--- config.mk ---
export PLATFORM = sky130hd
export DESIGN_NAME = pipeline_ctrl
export DESIGN_NICKNAME = d
export VERILOG_FILES = /design/src/rtl/pipe_ctrl_pkg.sv /design/src/rtl/perf_counter.sv /design/src/rtl/pipeline_ctrl.sv
export SDC_FILE = /design/constraint.sdc
export NUM_CORES = 1
export LEC_CHECK = 0
export BUFFER_PORTS_ARGS = -buffer_cell sky130_fd_sc_hd__buf_2
export CORE_UTILIZATION = 58
export DETAILED_ROUTE_END_ITERATION = 8
export GPL_TIMING_DRIVEN = 0
export HOLD_SLACK_MARGIN = 0.03
export PLACE_DENSITY_LB_ADDON = 0.15
export SYNTH_ARGS = -nofsm -noshare
export SYNTH_HDL_FRONTEND = slang
export SYNTH_SLANG_ARGS = --single-unit
export TNS_END_PERCENT = 30
--- constraint.sdc ---
create_clock -name clk -period 4.4 [get_ports clk]
set_input_delay 0.88 -clock clk [delete_from_list [all_inputs] [get_ports clk]]
set_output_delay 0.88 -clock clk [all_outputs]
set_load 0.03 [all_outputs]
--- src/rtl/pipe_ctrl_pkg.sv ---
// Shared definitions for the pipeline stall/flush controller.
// State encodings and the NOP loaded into flushed pipeline registers.
package pipe_ctrl_pkg;

  typedef enum logic [1:0] {
    ST_RUN      = 2'd0,
    ST_LU_STALL = 2'd1,
    ST_IO_WAIT  = 2'd2
  } state_t;

  localparam logic [31:0] NOP_INSTR = 32'h0000_0013;

endpackage

--- src/rtl/perf_counter.sv ---
// Free-running event counter with synchronous clear.
// Wraps modulo 2^CNT_W.
module perf_counter #(
  parameter int CNT_W = 32
) (
  input  logic             clk,
  input  logic             rst,
  input  logic             inc,
  output logic [CNT_W-1:0] count
);

  always_ff @(posedge clk) begin
    if (rst) begin
      count <= '0;
    end else if (inc) begin
      count <= count + CNT_W'(1);
    end
  end

endmodule

--- src/rtl/pipeline_ctrl.sv ---
// Stall/flush controller: load-use bubbles, IO wait with timeout,
// taken-branch flushes, plus stall and flush performance counters.
module pipeline_ctrl
  import pipe_ctrl_pkg::*;
#(
  parameter int IO_TIMEOUT = 255,
  parameter int CNT_W      = 32
) (
  input  logic             clk,
  input  logic             rst,
  input  logic             Pause,
  input  logic             EX_branch_taken,
  input  logic             MEM_io_req,
  input  logic             io_ready,
  output logic             PC_write,
  output logic             IF_ID_write,
  output logic             IF_ID_flush,
  output logic             ID_EX_write,
  output logic             ID_EX_flush,
  output logic             EX_MEM_write,
  output logic             EX_MEM_flush,
  output logic             MEM_WB_flush,
  output logic             io_timeout,
  output logic [CNT_W-1:0] stall_cycles,
  output logic [CNT_W-1:0] flush_count
);

  localparam int TW = $clog2(IO_TIMEOUT + 1);

  state_t        state, state_nx;
  logic [TW-1:0] tcnt, tcnt_nx;
  logic          to_set;
  logic          io_hold, lu_hold, br_flush;
  logic          io_pend, lu_req, br_req;

  assign io_pend = MEM_io_req & ~io_ready;
  // Pause is masked in LU_STALL so one load yields one bubble
  assign lu_req  = Pause & (state == ST_RUN) & ~io_pend;
  assign br_req  = EX_branch_taken & ~io_pend & ~lu_req;

  always_ff @(posedge clk) begin
    if (rst) begin
      state      <= ST_RUN;
      tcnt       <= '0;
      io_timeout <= 1'b0;
    end else begin
      state      <= state_nx;
      tcnt       <= tcnt_nx;
      io_timeout <= io_timeout | to_set;
    end
  end

  always_comb begin
    state_nx = state;
    tcnt_nx  = tcnt;
    to_set   = 1'b0;
    io_hold  = 1'b0;
    lu_hold  = 1'b0;
    br_flush = 1'b0;
    unique case (state)
      ST_RUN, ST_LU_STALL: begin
        state_nx = ST_RUN;
        tcnt_nx  = '0;
        unique case (1'b1)
          io_pend: begin
            state_nx = ST_IO_WAIT;
            tcnt_nx  = TW'(1);
            io_hold  = 1'b1;
          end
          lu_req: begin
            state_nx = ST_LU_STALL;
            lu_hold  = 1'b1;
          end
          br_req: begin
            br_flush = 1'b1;
          end
          default: ;
        endcase
      end
      ST_IO_WAIT: begin
        // io_ready wins over an expiring timeout
        if (io_ready) begin
          state_nx = ST_RUN;
          tcnt_nx  = '0;
        end else if (tcnt == TW'(IO_TIMEOUT)) begin
          state_nx = ST_RUN;
          tcnt_nx  = '0;
          to_set   = 1'b1;
        end else begin
          io_hold = 1'b1;
          tcnt_nx = tcnt + TW'(1);
        end
      end
      default: begin
        state_nx = ST_RUN;
        tcnt_nx  = '0;
      end
    endcase
  end

  assign PC_write     = rst | ~(io_hold | lu_hold);
  assign IF_ID_write  = rst | ~(io_hold | lu_hold);
  assign ID_EX_write  = rst | ~(io_hold | lu_hold);
  assign EX_MEM_write = rst | ~io_hold;
  assign IF_ID_flush  = ~rst & br_flush;
  assign ID_EX_flush  = ~rst & br_flush;
  assign EX_MEM_flush = ~rst & lu_hold;
  assign MEM_WB_flush = ~rst & io_hold;

  perf_counter #(.CNT_W(CNT_W)) u_stall_cnt (
    .clk   (clk),
    .rst   (rst),
    .inc   (~PC_write),
    .count (stall_cycles)
  );

  perf_counter #(.CNT_W(CNT_W)) u_flush_cnt (
    .clk   (clk),
    .rst   (rst),
    .inc   (IF_ID_flush),
    .count (flush_count)
  );

endmodule

### Word-level counts from Yosys, hierarchy flattened

Cells that the tools add are included.

| word-level totals | value |
|---|---|
| flip-flop bits (word level) | 75 |
| bits in latches | 0 |
| memory bits (writable) | 0 |
| ROM bits | 0 |
| bits of input ports | 6 |
| output and inout bits | 73 |
| logic and storage cells | 51 |
| memories kept | 0 |

| operators by class | value |
|---|---|
| $add $sub $neg | 3 |
| $mul | 0 |
| div/mod/pow operators | 0 |
| order comparisons | 0 |
| eq/ne operators | 4 |
| shift-type cells | 0 |
| muxes and demuxes | 19 |
| bitwise operators | 18 |
| reductions and logical operators | 2 |

Operators by type and width:

| cell | count |
|---|---|
| adder 32 x 1 -> 32 bit, second input constant | 2 |
| 2-to-1 mux 8 bit | 2 |
| one-hot mux 8 bit (2 select lines) | 1 |
| 2-to-1 mux 1 bit | 11 |
| adder 8 x 1 -> 8 bit, second input constant | 1 |
| AND 1 bit | 8 |
| equality test 8 bit, second input constant | 1 |
| one-hot mux 2 bit (2 select lines) | 2 |
| inverter 1 bit | 6 |
| 2-to-1 mux 2 bit | 2 |
| bitwise OR 1 bit | 4 |
| inequality test 3 bit, second input constant | 1 |
| equality test 2 x 1 -> 1 bit, second input constant | 1 |
| equality test 2 bit, second input constant | 1 |
| logical NOT 2 bit | 1 |
| one-hot mux 1 bit (2 select lines) | 1 |
| OR reduction 2 bit | 1 |

### Longest topological paths before layout

Gate-level depths: netlist of run 1.

| depth | value |
|---|---|
| depth in word-level cells | 9 |
| mapped depth | 7 |
| mapped depth without buffers | 6 |

### Modules after synthesis

From an unflattened synthesis of run 1, not the netlist that was laid out.

| unflattened totals | value |
|---|---|
| cell total of the unflattened synthesis | 425 |
| area, all modules | 3686.0 sq um |

Modules (own cells, without submodules):

| module | times used | cells an instance | area an instance (sq um) | seq. area each (sq um) |
|---|---|---|---|---|
| perf_counter | 2 | 181 | 1564.0 | 640.6 |
| pipeline_ctrl | 1 | 63 | 558.0 | 220.2 |

### Least setup slack after synthesis of run 1

No wires, ideal clock.

| timing path | value |
|---|---|
| path type | input to output |
| start point | input port io_ready |
| end point | output port IF_ID_write |
| arrival time | 2386 ps |
| data required time | 3520 ps |
| slack | 1134 ps |
| stages on the path | 7 |
| path buffers | 3 |
| cells stage by stage | or4b_1 -> buf_2 -> o21bai_4 -> buf_1 -> nand2_1 -> inv_1 -> buf_4 |

| on the way | value |
|---|---|
| longest elaborated chain between the ends | 9 |
| elaborated cells between the ends (all ways) | 12 |
| classes of those cells | mux (5); bitwise (7) |

RTL lines:

| what | line | source |
|---|---|---|
| start: declaration | pipeline_ctrl.sv:14 | `input logic io_ready,` |
| inverter 1 bit | pipeline_ctrl.sv:36 | `assign io_pend = MEM_io_req & ~io_ready;` |
| AND 1 bit | pipeline_ctrl.sv:36 |  |
| inverter 1 bit | pipeline_ctrl.sv:38 | `assign lu_req = Pause & (state == ST_RUN) & ~io_pend;` |
| AND 1 bit | pipeline_ctrl.sv:38 |  |
| 2-to-1 mux 1 bit | pipeline_ctrl.sv:64 | `unique case (1'b1)` |
| 2-to-1 mux 1 bit | pipeline_ctrl.sv:60 | `unique case (state)` |
| bitwise OR 1 bit * | -- |  |
| inverter 1 bit * | -- |  |
| bitwise OR 1 bit * | -- |  |
| end: declaration | pipeline_ctrl.sv:16 | `output logic IF_ID_write,` |

Every way passes the cells marked *; elsewhere a longest branch is shown, timed or not.

### Final worst setup path of run 1

| timing path | value |
|---|---|
| start point | input port io_ready |
| end point | output port IF_ID_write |

| on the way | value |
|---|---|
| longest elaborated chain between the ends | 9 |
| elaborated cells between the ends (all ways) | 12 |
| classes of those cells | mux (5); bitwise (7) |

RTL lines:

| what | line | source |
|---|---|---|
| inverter 1 bit | pipeline_ctrl.sv:36 |  |
| AND 1 bit | pipeline_ctrl.sv:36 |  |
| inverter 1 bit | pipeline_ctrl.sv:38 |  |
| AND 1 bit | pipeline_ctrl.sv:38 |  |
| 2-to-1 mux 1 bit | pipeline_ctrl.sv:64 |  |
| 2-to-1 mux 1 bit | pipeline_ctrl.sv:60 |  |
| bitwise OR 1 bit * | pipeline_ctrl.sv:102 | `assign IF_ID_write = rst \| ~(io_hold \| lu_hold);` |
| inverter 1 bit * | pipeline_ctrl.sv:102 |  |
| bitwise OR 1 bit * | pipeline_ctrl.sv:102 |  |

Marked as above.

==> flow_metrics.tcl, run 1 <==
set metrics [dict create \
    clock_pin_slew_worst_setup_and_hold_paths_ps 80 \
    outcome "finished, final reports clean" \
    synth_compound_area_share_pct 14.7 \
    setup.reg_to_reg.worst_slack_ps 1860 \
    fin_nets 509 \
    fin_tns_setup_ps 0 \
    layout.filler_cells 468 \
    clk_root_buffer_cell "sky130_fd_sc_hd__clkbuf_8" \
    path_common_cell "sky130_fd_sc_hd__buf_2" \
    initial_antenna_violation_count 0 \
    die_area_um2 6360 \
    netlist_top_cells_area "sky130_fd_sc_hd__dfxtp_1, sky130_fd_sc_hd__xnor2_1, sky130_fd_sc_hd__nor2_1, sky130_fd_sc_hd__a21oi_1, sky130_fd_sc_hd__nand4_1" \
    remaining_max_slew_budget_at_the_tightest_pin_pct 53.6 \
    place.gp.congestion 0.842 \
    r2r_cells 7 \
    post_synth_xor_area_fraction_pct 9.99 \
    reg2reg_to "u_stall_cnt.count[10]" \
    synth-edff-count 0 \
    cts.repair_timing.setup_buffer_count 0 \
    route.detailed.drc 0 \
    cts_num_sinks 75 \
    clock_tree_from_tritoncts "done" \
    starting_density_of_the_core_pct 61.8 \
    antenna_cells 0 \
    clock_insertion_delay_worst_skew_ps 350 \
    core_area_um2 5680 \
    cp_slowest_cell "sky130_fd_sc_hd__or4b_1" \
    dr_total_vias 3549 \
    asyncSetResetFlopFracSynth_pct 0 \
    timing.final.crit_period_ps 3630 \
    synth_top_area_share_pct 42.8 \
    ant_nets 0 \
    max_slew_violation_count 0 \
    crit_start "io_ready" \
    io_buffers 78 \
    synth_adder_area_share_pct 1.07 \
    drive_gt1_share_pct 20.2 \
    first_global_vias 3144 \
    yosysSeqAreaShare_pct 42.8 \
    post_synth_most_frequent_cells "sky130_fd_sc_hd__dfxtp_1, sky130_fd_sc_hd__nor2_1, sky130_fd_sc_hd__a21oi_1" \
    ctsLongestPathBuffers 2 \
    netlist_instances 411 \
    power_per_cell_area_nw_per_um2 315 \
    crit_arrival_ps 2750 \
    worstSetupEndpointType "primary output" \
    grt_start_max_net_pins 13 \
    grt_usage_pct 29.4 \
    synth.avg_cell_area_um2 8.53 \
    cts_inserted_buffers 9 \
    mappedNetlistNets 420 \
    cts-hold-fix-buffers 0 \
    drv_cap 0 \
    finalHoldViolCount 0 \
    detailed_placement_wirelength_estimate_um 6200 \
    cts_htree_levels 3 \
    crit_type "in -> out" \
    dominantRegCellSynth "sky130_fd_sc_hd__dfxtp_1" \
    post_synth_num_cell_types 38 \
    tightest_slew_ps 692 \
    routed_wl_um 8970 \
    worst_clock_skew_ps 9.30 \
    std_cell_rows 27 \
    yosys.area_share.simple_pct 27.4 \
    finalSetupViolCount 0 \
    yosys_warnings 0 \
    hold_path.startpoint "io_timeout" \
    syn-cell-area_um2 3510 \
    critical_path_required_ps 3520 \
    p_leak_nw 1.58 \
    grt_setup_unrepaired "no" \
    power.ir.vdd_worst_v 0.000229 \
    main_combinational_cell_family_by_area_after_synthesis "simple AND/OR/NAND/NOR gates" \
    grt-ovfl-total 0 \
    post_drt_via_cell_ratio 6.16 \
    worst_path_maximum_fanout 10 \
    detailedRoute.firstIterationViolations 280 \
    hold_path.class "reg -> reg" \
    synth.ff_latch_count 75 \
    floorplan.die.height_um 79.8 \
    final_core_util_pct 73.9 \
    cp-start-kind "primary input" \
    layout_worst_path_cycle_share_pct 82.5 \
    fmaxAchievable_mhz 275 \
    critical_path.reg2reg.startpoint "state[0]" \
    crit_path_max_incr_delay_ps 510 \
    crit_end "IF_ID_write" \
    mux_contribution_to_synthesized_area_pct 0.285 \
    wire_length_of_the_first_global_routing_pass_um 14400 \
    crit_path_cell_trace "buf_2 -> or4b_1 -> buf_2 -> o21bai_4 -> buf_1 -> nand2_1 -> inv_1 -> buf_4 -> buf_2" \
    yosysMostFrequentCell "sky130_fd_sc_hd__dfxtp_1" \
    yosysTopAreaCell "sky130_fd_sc_hd__dfxtp_1" \
    die_x_um 79.8 \
    post_cts.resized_instances 0 \
    wire_per_inst_um 15.6 \
    drt-pass1-iter-count 5 \
    syn2layout_area_growth_pct 19.6 \
    number_of_ports_placed_on_the_die_boundary 79 \
]
[power breakdown]
| group | switching [mW] | internal (mW) | leakage, nW |
|---|---|---|---|
| Sequential | 0.00523 | 0.682 | 0.605 |
| Combinational | 0.0479 | 0.0184 | 0.866 |
| Clock | 0.251 | 0.316 | 0.106 |
[layout by cell type, fill, tap and decap left out, types with 2 or more instances in the layout]
cell type / n
sky130_fd_sc_hd__and3_1: 10
sky130_fd_sc_hd__a21oi_1: 31
sky130_fd_sc_hd__buf_2: 79
sky130_fd_sc_hd__nor4_1: 7
sky130_fd_sc_hd__inv_1: 10
sky130_fd_sc_hd__o31ai_1: 10
sky130_fd_sc_hd__nand3_1: 27
sky130_fd_sc_hd__or4_1: 10
sky130_fd_sc_hd__a2111oi_0: 2
sky130_fd_sc_hd__buf_1: 2
sky130_fd_sc_hd__nand4_1: 22
sky130_fd_sc_hd__a2111oi_2: 3
sky130_fd_sc_hd__clkbuf_8: 9
sky130_fd_sc_hd__nor2_1: 46
sky130_fd_sc_hd__a2111oi_1: 2
sky130_fd_sc_hd__xor2_1: 11
sky130_fd_sc_hd__bufinv_16: 2
sky130_fd_sc_hd__clkinv_2: 2
sky130_fd_sc_hd__buf_4: 4
sky130_fd_sc_hd__and4_1: 7
sky130_fd_sc_hd__o21ai_0: 19
sky130_fd_sc_hd__a211oi_1: 5
sky130_fd_sc_hd__nand2b_1: 4
sky130_fd_sc_hd__clkbuf_1: 15
sky130_fd_sc_hd__xnor2_1: 29
sky130_fd_sc_hd__nand2_1: 24
sky130_fd_sc_hd__and2_1: 2
sky130_fd_sc_hd__ha_1: 3
sky130_fd_sc_hd__nor3_1: 2
sky130_fd_sc_hd__or3_1: 19
sky130_fd_sc_hd__dfxtp_1: 75
[area by class of cell]
cell class	count	area, um^2	share of cell area (%)
Sequential cell	75	1500	35.8
Timing Repair Buffer	78	390	9.31
Clock inverter	5	78.8	1.88
Buffer	21	95.1	2.27
Tap cell	72	90.1	2.15
Inverter	10	37.5	0.895
Multi-Input combinational cell	305	1870	44.7
Clock buffer	10	128	3.04
[flip-flops by register name, summed over array words and instances (netlist names)]
register and count:
u_flush_cnt.count 32, u_stall_cnt.count 32, io_timeout 1, state 2, tcnt 8
[worst min-delay path by stage]
stage	depth (start not counted)	slack, ps	end
after floorplan	1	450	tcnt[0]
after global placement	2	460	io_timeout
after CTS	1	490	tcnt[0]
final	2	490	io_timeout
after detailed placement	2	480	u_flush_cnt.count[31]
after global routing	2	510	io_timeout
[stage by stage]
stage	setup WS [ps]	hold slack (ps)	area, um^2	power (mW)	instances
2_1_floorplan	1130	448	3510	0.748	411
3_3_place_gp	834	457	3990	0.767	561
3_5_place_dp	785	481	3990	0.769	561
4_1_cts	782	493	4190	1.33	576
5_1_grt	702	507	4190	1.36	576
6_report	768	489	4190	1.32	576
[critical path, delay by kind of cell]
| kind | cells | cell delay [ps] |
|---|---|---|
| buffers and inverters | 6 | 930 |
| AND/OR/NAND/NOR | 2 | 730 |
| AO/OA/AOI/OAI | 1 | 200 |
[kinds of logic (layout without fill, tap and decap cells)]
| logic type | Yosys count | in the layout |
|---|---|---|
| mux | 1 | 1 |
| simple gates | 182 | 182 |
| compound gates | 79 | 79 |
| flops | 75 | 75 |
| xor+xnor | 40 | 40 |
| fa+ha+maj | 3 | 3 |
| buf+inv | 31 | 124 |
[routing by layer]
| layer | global-route usage [%] | up-vias | part of all wire [%] |
|---|---|---|---|
| li1 | - | 1675 | - |
| met1 | 38.4 | 1679 | 45 |
| met2 | 46.4 | 178 | 46 |
| met3 | 6.51 | 17 | 8.1 |
| met4 | 13.2 | 0 | 1.5 |
| met5 | 0 | - | 0 |
No activity file was read; power rests on OpenSTA's default activity.
==> inputs of run 2 (changes only) <==
CORE_UTILIZATION = 49   (was 58)
clock period = 3.15 ns   (was 4.4 ns; I/O delays follow)
==> run 2 against run 1 <==
Compared with the run above: flip-flop and latch count did not move; register-to-register slack got worse by 1200 ps; largest power group unchanged; sequential power rose by 40%; worst hold slack got worse by 20 ps; routed wire length fell by 3.8%; sequential share of layout area barely moved; global-route usage fell by 5.8 points; via count fell by 5.5%; critical path depth fell by 1; core utilization fell by 13 points; combinational power rose by 38%; power rose by 33%.
==> flow_metrics.tcl, run 2 (synthesized netlist as in run 1, its figures left out) <==
set metrics [dict create \
    cp_slowest_cell "sky130_fd_sc_hd__clkbuf_1" \
    grt_usage_pct 23.6 \
    drv_cap 0 \
    crit_type "in -> out" \
    route.detailed.drc 0 \
    io_buffers 78 \
    power_per_cell_area_nw_per_um2 420 \
    swShare_pct 23.1 \
    grt_setup_unrepaired "no" \
    fin_nets 508 \
    tightest_slew_ps 748 \
    std_cell_rows 30 \
    worst_clock_skew_ps 9.01 \
    crit_path_max_incr_delay_ps 460 \
    starting_density_of_the_core_pct 51.1 \
    remaining_max_slew_budget_at_the_tightest_pin_pct 49.9 \
    finish.cell_count_without_fillers 598 \
    grt_start_max_net_pins 12 \
    hold_end "io_timeout" \
    crit_arrival_ps 2330 \
    syn2layout_area_growth_pct 19.6 \
    timing.final.crit_period_ps 2960 \
    ant_nets 0 \
    p_sw_uw 406 \
    worstSetupEndpointType "primary output" \
    first_global_vias 2890 \
    dr_total_vias 3353 \
    grt-ovfl-total 0 \
    cts_htree_levels 3 \
    detailed_placement_wirelength_estimate_um 6240 \
    p_leak_nw 1.56 \
    comb_power_share_pct 5.2 \
    drt-pass1-iter-count 5 \
    final.hold.worst_slack_ps 469 \
    layout_common_cells "sky130_fd_sc_hd__buf_2, sky130_fd_sc_hd__dfxtp_1, sky130_fd_sc_hd__nor2_1" \
    fmaxAchievable_mhz 337 \
    die_area_um2 7500 \
    crit_path_cell_trace "buf_2 -> nand2b_1 -> a211o_1 -> clkbuf_1 -> nand2_1 -> inv_1 -> buf_4 -> buf_2" \
    finalHoldViolCount 0 \
    met2_usage_pct 35.7 \
    drive_gt1_share_pct 20.1 \
    clk_root_buffer_cell "sky130_fd_sc_hd__clkbuf_8" \
    die_x_um 86.6 \
    number_of_ports_placed_on_the_die_boundary 79 \
    hold_path.class "reg -> reg" \
    antenna_cells 0 \
    initial_antenna_violation_count 0 \
    cts_inserted_buffers 9 \
    power_frac_seq_pct 54.5 \
    power.ir.vdd_worst_v 0.000239 \
    clock_insertion_delay_worst_skew_ps 340 \
    use_met3_pct 3.33 \
    detailedRoute.firstIterationViolations 150 \
    clkPwrFrac_pct 40.3 \
    fin_tns_setup_ps 0 \
    layout_worst_path_cycle_share_pct 94.1 \
    ctsLongestPathBuffers 2 \
    intPower_mw 1.36 \
    cp-start-kind "primary input" \
    place.gp.congestion 0.790 \
    largest_registers "u_flush_cnt.count x32, u_stall_cnt.count x32, tcnt x8" \
    grt.met1_usage_pct 33.9 \
    r2r_cells 7 \
    cts_num_sinks 75 \
    wire_per_inst_um 14.4 \
    floorplan.die.height_um 86.6 \
    core_area_um2 6870 \
    critical_path_required_ps 2520 \
    path_common_cell "sky130_fd_sc_hd__buf_2" \
    max_slew_violation_count 0 \
    critical_path_buf_inv_count 5 \
    dp_cells 585 \
    fin_ws_ps 186 \
    setup.reg_to_reg.worst_slack_ps 630 \
    finalSetupViolCount 0 \
    routed_wl_um 8630 \
    post-place-ws_ps 67.9 \
    post_cts.resized_instances 0 \
    busiest_layer "met2" \
    placement_cell_area_um2 4020 \
    layout.cells.most_common "sky130_fd_sc_hd__buf_2" \
    final_core_util_pct 61.1 \
    worst_path_maximum_fanout 10 \
    critPathTopFamily "buffers and inverters" \
    post_drt_via_cell_ratio 5.61 \
    clock_pin_slew_worst_setup_and_hold_paths_ps 80 \
    critical_path.reg2reg.startpoint "state[0]" \
    clock_tree_from_tritoncts "done" \
    final_cell_area_um2 4200 \
    finalPower_mw 1.76 \
    outcome "finished, final reports clean" \
    wire_length_of_the_first_global_routing_pass_um 13900 \
    reg2reg_to "u_stall_cnt.count[10]" \
    hold_path.startpoint "io_timeout" \
    timing.hold.worst_path_depth 2 \
]
[run 2: changes by cell type in the layout (fill, tap and decap cells not counted)]
| cell | previous run | this run |
|---|---|---|
| sky130_fd_sc_hd__buf_1 | 2 | 1 |
| sky130_fd_sc_hd__bufinv_16 | 2 | 1 |
| sky130_fd_sc_hd__clkbuf_8 | 9 | 10 |
| sky130_fd_sc_hd__clkinv_4 | 1 | 0 |
[run 2: worst max path at each step]
stage / start / endpoint / cells past startpoint
finish: io_ready / PC_write / 8
global route: io_ready / IF_ID_write / 8
CTS: io_ready / PC_write / 9
detailed placement: io_ready / PC_write / 9
global placement: io_ready / PC_write / 9
floorplan: io_ready / IF_ID_write / 7
[run 2: final cells by class]
| class | instances | area, um^2 |
|---|---|---|
| Sequential cell | 75 | 1500 |
| Fill cell | 647 | 2670 |
| Tap cell | 96 | 120 |
| Multi-Input combinational cell | 305 | 1870 |
| Clock buffer | 11 | 141 |
| Inverter | 10 | 37.5 |
| Timing Repair Buffer | 78 | 390 |
| Clock inverter | 3 | 40.0 |
| Buffer | 20 | 91.3 |
[run 2: power by group through the flow]
stage | Combinational [mW] | Sequential [mW] | Clock [mW]
finish | 0.0915 | 0.960 | 0.710
global route | 0.100 | 0.960 | 0.762
CTS | 0.0923 | 0.960 | 0.720
detailed placement | 0.0920 | 0.982 | 0
global placement | 0.0907 | 0.981 | 0
floorplan | 0.0574 | 0.987 | 0
[run 2: layer usage]
layer	wire [um]	up-vias	share of wire [%]
li1	-	1674	-
met1	4230	1589	49
met2	3910	81	45
met3	365	9	4.2
met4	125	0	1.4
met5	0	-	0
[run 2: timing repair]
action / CTS / global route
buffers inserted: 0 / 0
endpoints found under the hold margin: 0 / 0
hold buffers: 0 / 0
setup endpoints to repair: 0 / 2
[run 2: worst reg2reg max path: cells and delay by family, from the launching register on]
family	cells	cell delay (ps)
buf+inv	2	520
flops	1	310
simple gates	2	860
compound gates	3	750
==> inputs of run 3 (changes only) <==
CELL_PAD_IN_SITES_DETAIL_PLACEMENT = 1   (was default)
CELL_PAD_IN_SITES_GLOBAL_PLACEMENT = 1   (was default)
CORE_UTILIZATION = 36   (was 49)
==> run 3 against run 2 <==
Compared with the run above: critical path depth decreased by 1; clock skew increased by 2.1 ps; fmax increased by 3.7%; combinational power increased by 2%; non-clock buffer count decreased by 1; core utilization decreased by 15 points; clock power increased by 27%; sequential share of layout area decreased by 0.80 points; sequential power about the same; cell count increased by 5.7%; design area increased by 2.3%; worst hold slack improved by 8.1 ps; largest cell class unchanged; highest routed layer unchanged.
==> flow_metrics.tcl, run 3 (synthesized netlist as in run 1, its figures left out) <==
set metrics [dict create \
    outcome "finished, final reports clean" \
    busiest_layer "met2" \
    number_of_ports_placed_on_the_die_boundary 79 \
    wire_length_of_the_first_global_routing_pass_um 16900 \
    cts_num_sinks 75 \
    floorplan.die.height_um 101 \
    swShare_pct 23.0 \
    cp_slowest_cell "sky130_fd_sc_hd__buf_1" \
    fmaxAchievable_mhz 350 \
    intPower_mw 1.50 \
    p_leak_nw 1.59 \
    clock_pin_slew_worst_setup_and_hold_paths_ps 90 \
    dr_total_vias 3372 \
    drive_gt1_share_pct 20.7 \
    layout_common_cells "sky130_fd_sc_hd__buf_2, sky130_fd_sc_hd__dfxtp_1, sky130_fd_sc_hd__nor2_1" \
    clock_insertion_delay_worst_skew_ps 350 \
    crit_path_max_incr_delay_ps 460 \
    placement_cell_area_um2 4060 \
    critical_path.reg2reg.startpoint "state[0]" \
    starting_density_of_the_core_pct 37.6 \
    use_met3_pct 4.85 \
    crit_arrival_ps 2230 \
    cts_htree_levels 3 \
    ant_nets 0 \
    crit_path_cell_trace "buf_2 -> nor2_1 -> nand4_1 -> inv_1 -> buf_1 -> buf_4 -> buf_2" \
    hold_path.startpoint "io_timeout" \
    cts-hold-fix-buffers 0 \
    critical_path_required_ps 2520 \
    power_per_cell_area_nw_per_um2 455 \
    clk_root_buffer_cell "sky130_fd_sc_hd__clkbuf_8" \
    place.gp.congestion 0.759 \
    path_common_cell "sky130_fd_sc_hd__buf_2" \
    worst_clock_skew_ps 11.1 \
    first_global_vias 3326 \
    initial_antenna_violation_count 0 \
    cts_inserted_buffers 9 \
    std_cell_rows 35 \
    worst_path_maximum_fanout 11 \
    post-place-ws_ps 43.6 \
    largest_registers "u_flush_cnt.count x32, u_stall_cnt.count x32, tcnt x8" \
    core_area_um2 9330 \
    grt.met1_usage_pct 28.9 \
    wire_per_inst_um 16.0 \
    detailedRoute.firstIterationViolations 118 \
    comb_power_share_pct 4.8 \
    routed_wl_um 10100 \
    layout.cells.most_common "sky130_fd_sc_hd__buf_2" \
    final_cell_area_um2 4290 \
    finalHoldViolCount 0 \
    fin_nets 507 \
    drt-pass1-iter-count 5 \
    finalSetupViolCount 0 \
    post_cts.resized_instances 0 \
    post_drt_via_cell_ratio 5.34 \
    fin_tns_setup_ps 0 \
    clock_tree_from_tritoncts "done" \
    cts.repair_timing.setup_buffer_count 0 \
    layout_worst_path_cycle_share_pct 90.7 \
    grt_usage_pct 21.4 \
    power_frac_seq_pct 49.2 \
    ctsLongestPathBuffers 2 \
    clkPwrFrac_pct 46.1 \
    die_x_um 101 \
    antenna_cells 0 \
    drv_cap 0 \
    cp-start-kind "primary input" \
    met2_usage_pct 34.4 \
    syn2layout_area_growth_pct 22.4 \
    crit_type "in -> out" \
    hold_path.class "reg -> reg" \
    detailed_placement_wirelength_estimate_um 7340 \
    tightest_slew_ps 827 \
    grt_start_max_net_pins 14 \
    route.detailed.drc 0 \
    fin_ws_ps 293 \
    power.ir.vdd_worst_v 0.000232 \
    remaining_max_slew_budget_at_the_tightest_pin_pct 44.6 \
    die_area_um2 10100 \
    max_slew_violation_count 0 \
    timing.final.crit_period_ps 2860 \
    p_sw_uw 449 \
    grt_setup_unrepaired "no" \
    io_buffers 78 \
    worstSetupEndpointType "primary output" \
    grt-ovfl-total 0 \
    crit_start "rst" \
]
==> run 3: cell types whose count changed in the layout (fill, tap and decap cells not counted) <==
cell	delta
sky130_fd_sc_hd__bufinv_16	+2
sky130_fd_sc_hd__clkbuf_1	-2
sky130_fd_sc_hd__clkbuf_8	-1
sky130_fd_sc_hd__clkinv_4	+1
sky130_fd_sc_hd__clkinvlp_4	+1
==> run 3: worst max-delay path, delay by kind of cell <==
kind	cells	cell delay, ps
buf+inv	5	1170
simple gates	2	420
==> run 3: routing by layer <==
layer / vias up / routed length (um)
met4: 0 / 109
met2: 58 / 4600
li1: 1669 / -
met3: 9 / 423
met1: 1636 / 4960
met5: - / 0
==> run 3: stage by stage <==
stage / power [mW] / utilization (%) / cells / hold WS, ps
detailed placement: 1.08 / 43.5 / 618 / 469
floorplan: 1.04 / - / 411 / 448
CTS: 1.98 / 46.1 / 634 / 485
global placement: 1.08 / 43.5 / 618 / 464
finish: 1.95 / 46.0 / 632 / 478
global route: 2.03 / 46.0 / 632 / 506
==> run 3: cell type report <==
class	count	area, um^2
timing repair buffer	78	390
buffer	19	87.6
sequential	75	1500
fill	1140	5040
multi-input combinational	305	1870
clock buffer	9	124
tap	129	161
clock inverter	7	116
inverter	10	37.5
==> run 3: worst paths after layout <==
path,cells past startpoint,slack [ps],end
max,7,290,IF_ID_flush
min,2,480,io_timeout
max reg2reg,7,640,u_stall_cnt.count[10]
min reg2reg,2,480,io_timeout
==> run 3: power groups by stage <==
stage	sequential, mW	combinational [mW]	clock (mW)
global placement	0.982	0.0942	0
finish	0.960	0.0933	0.899
CTS	0.960	0.0963	0.929
global route	0.961	0.103	0.971
floorplan	0.987	0.0574	0
detailed placement	0.982	0.0954	0
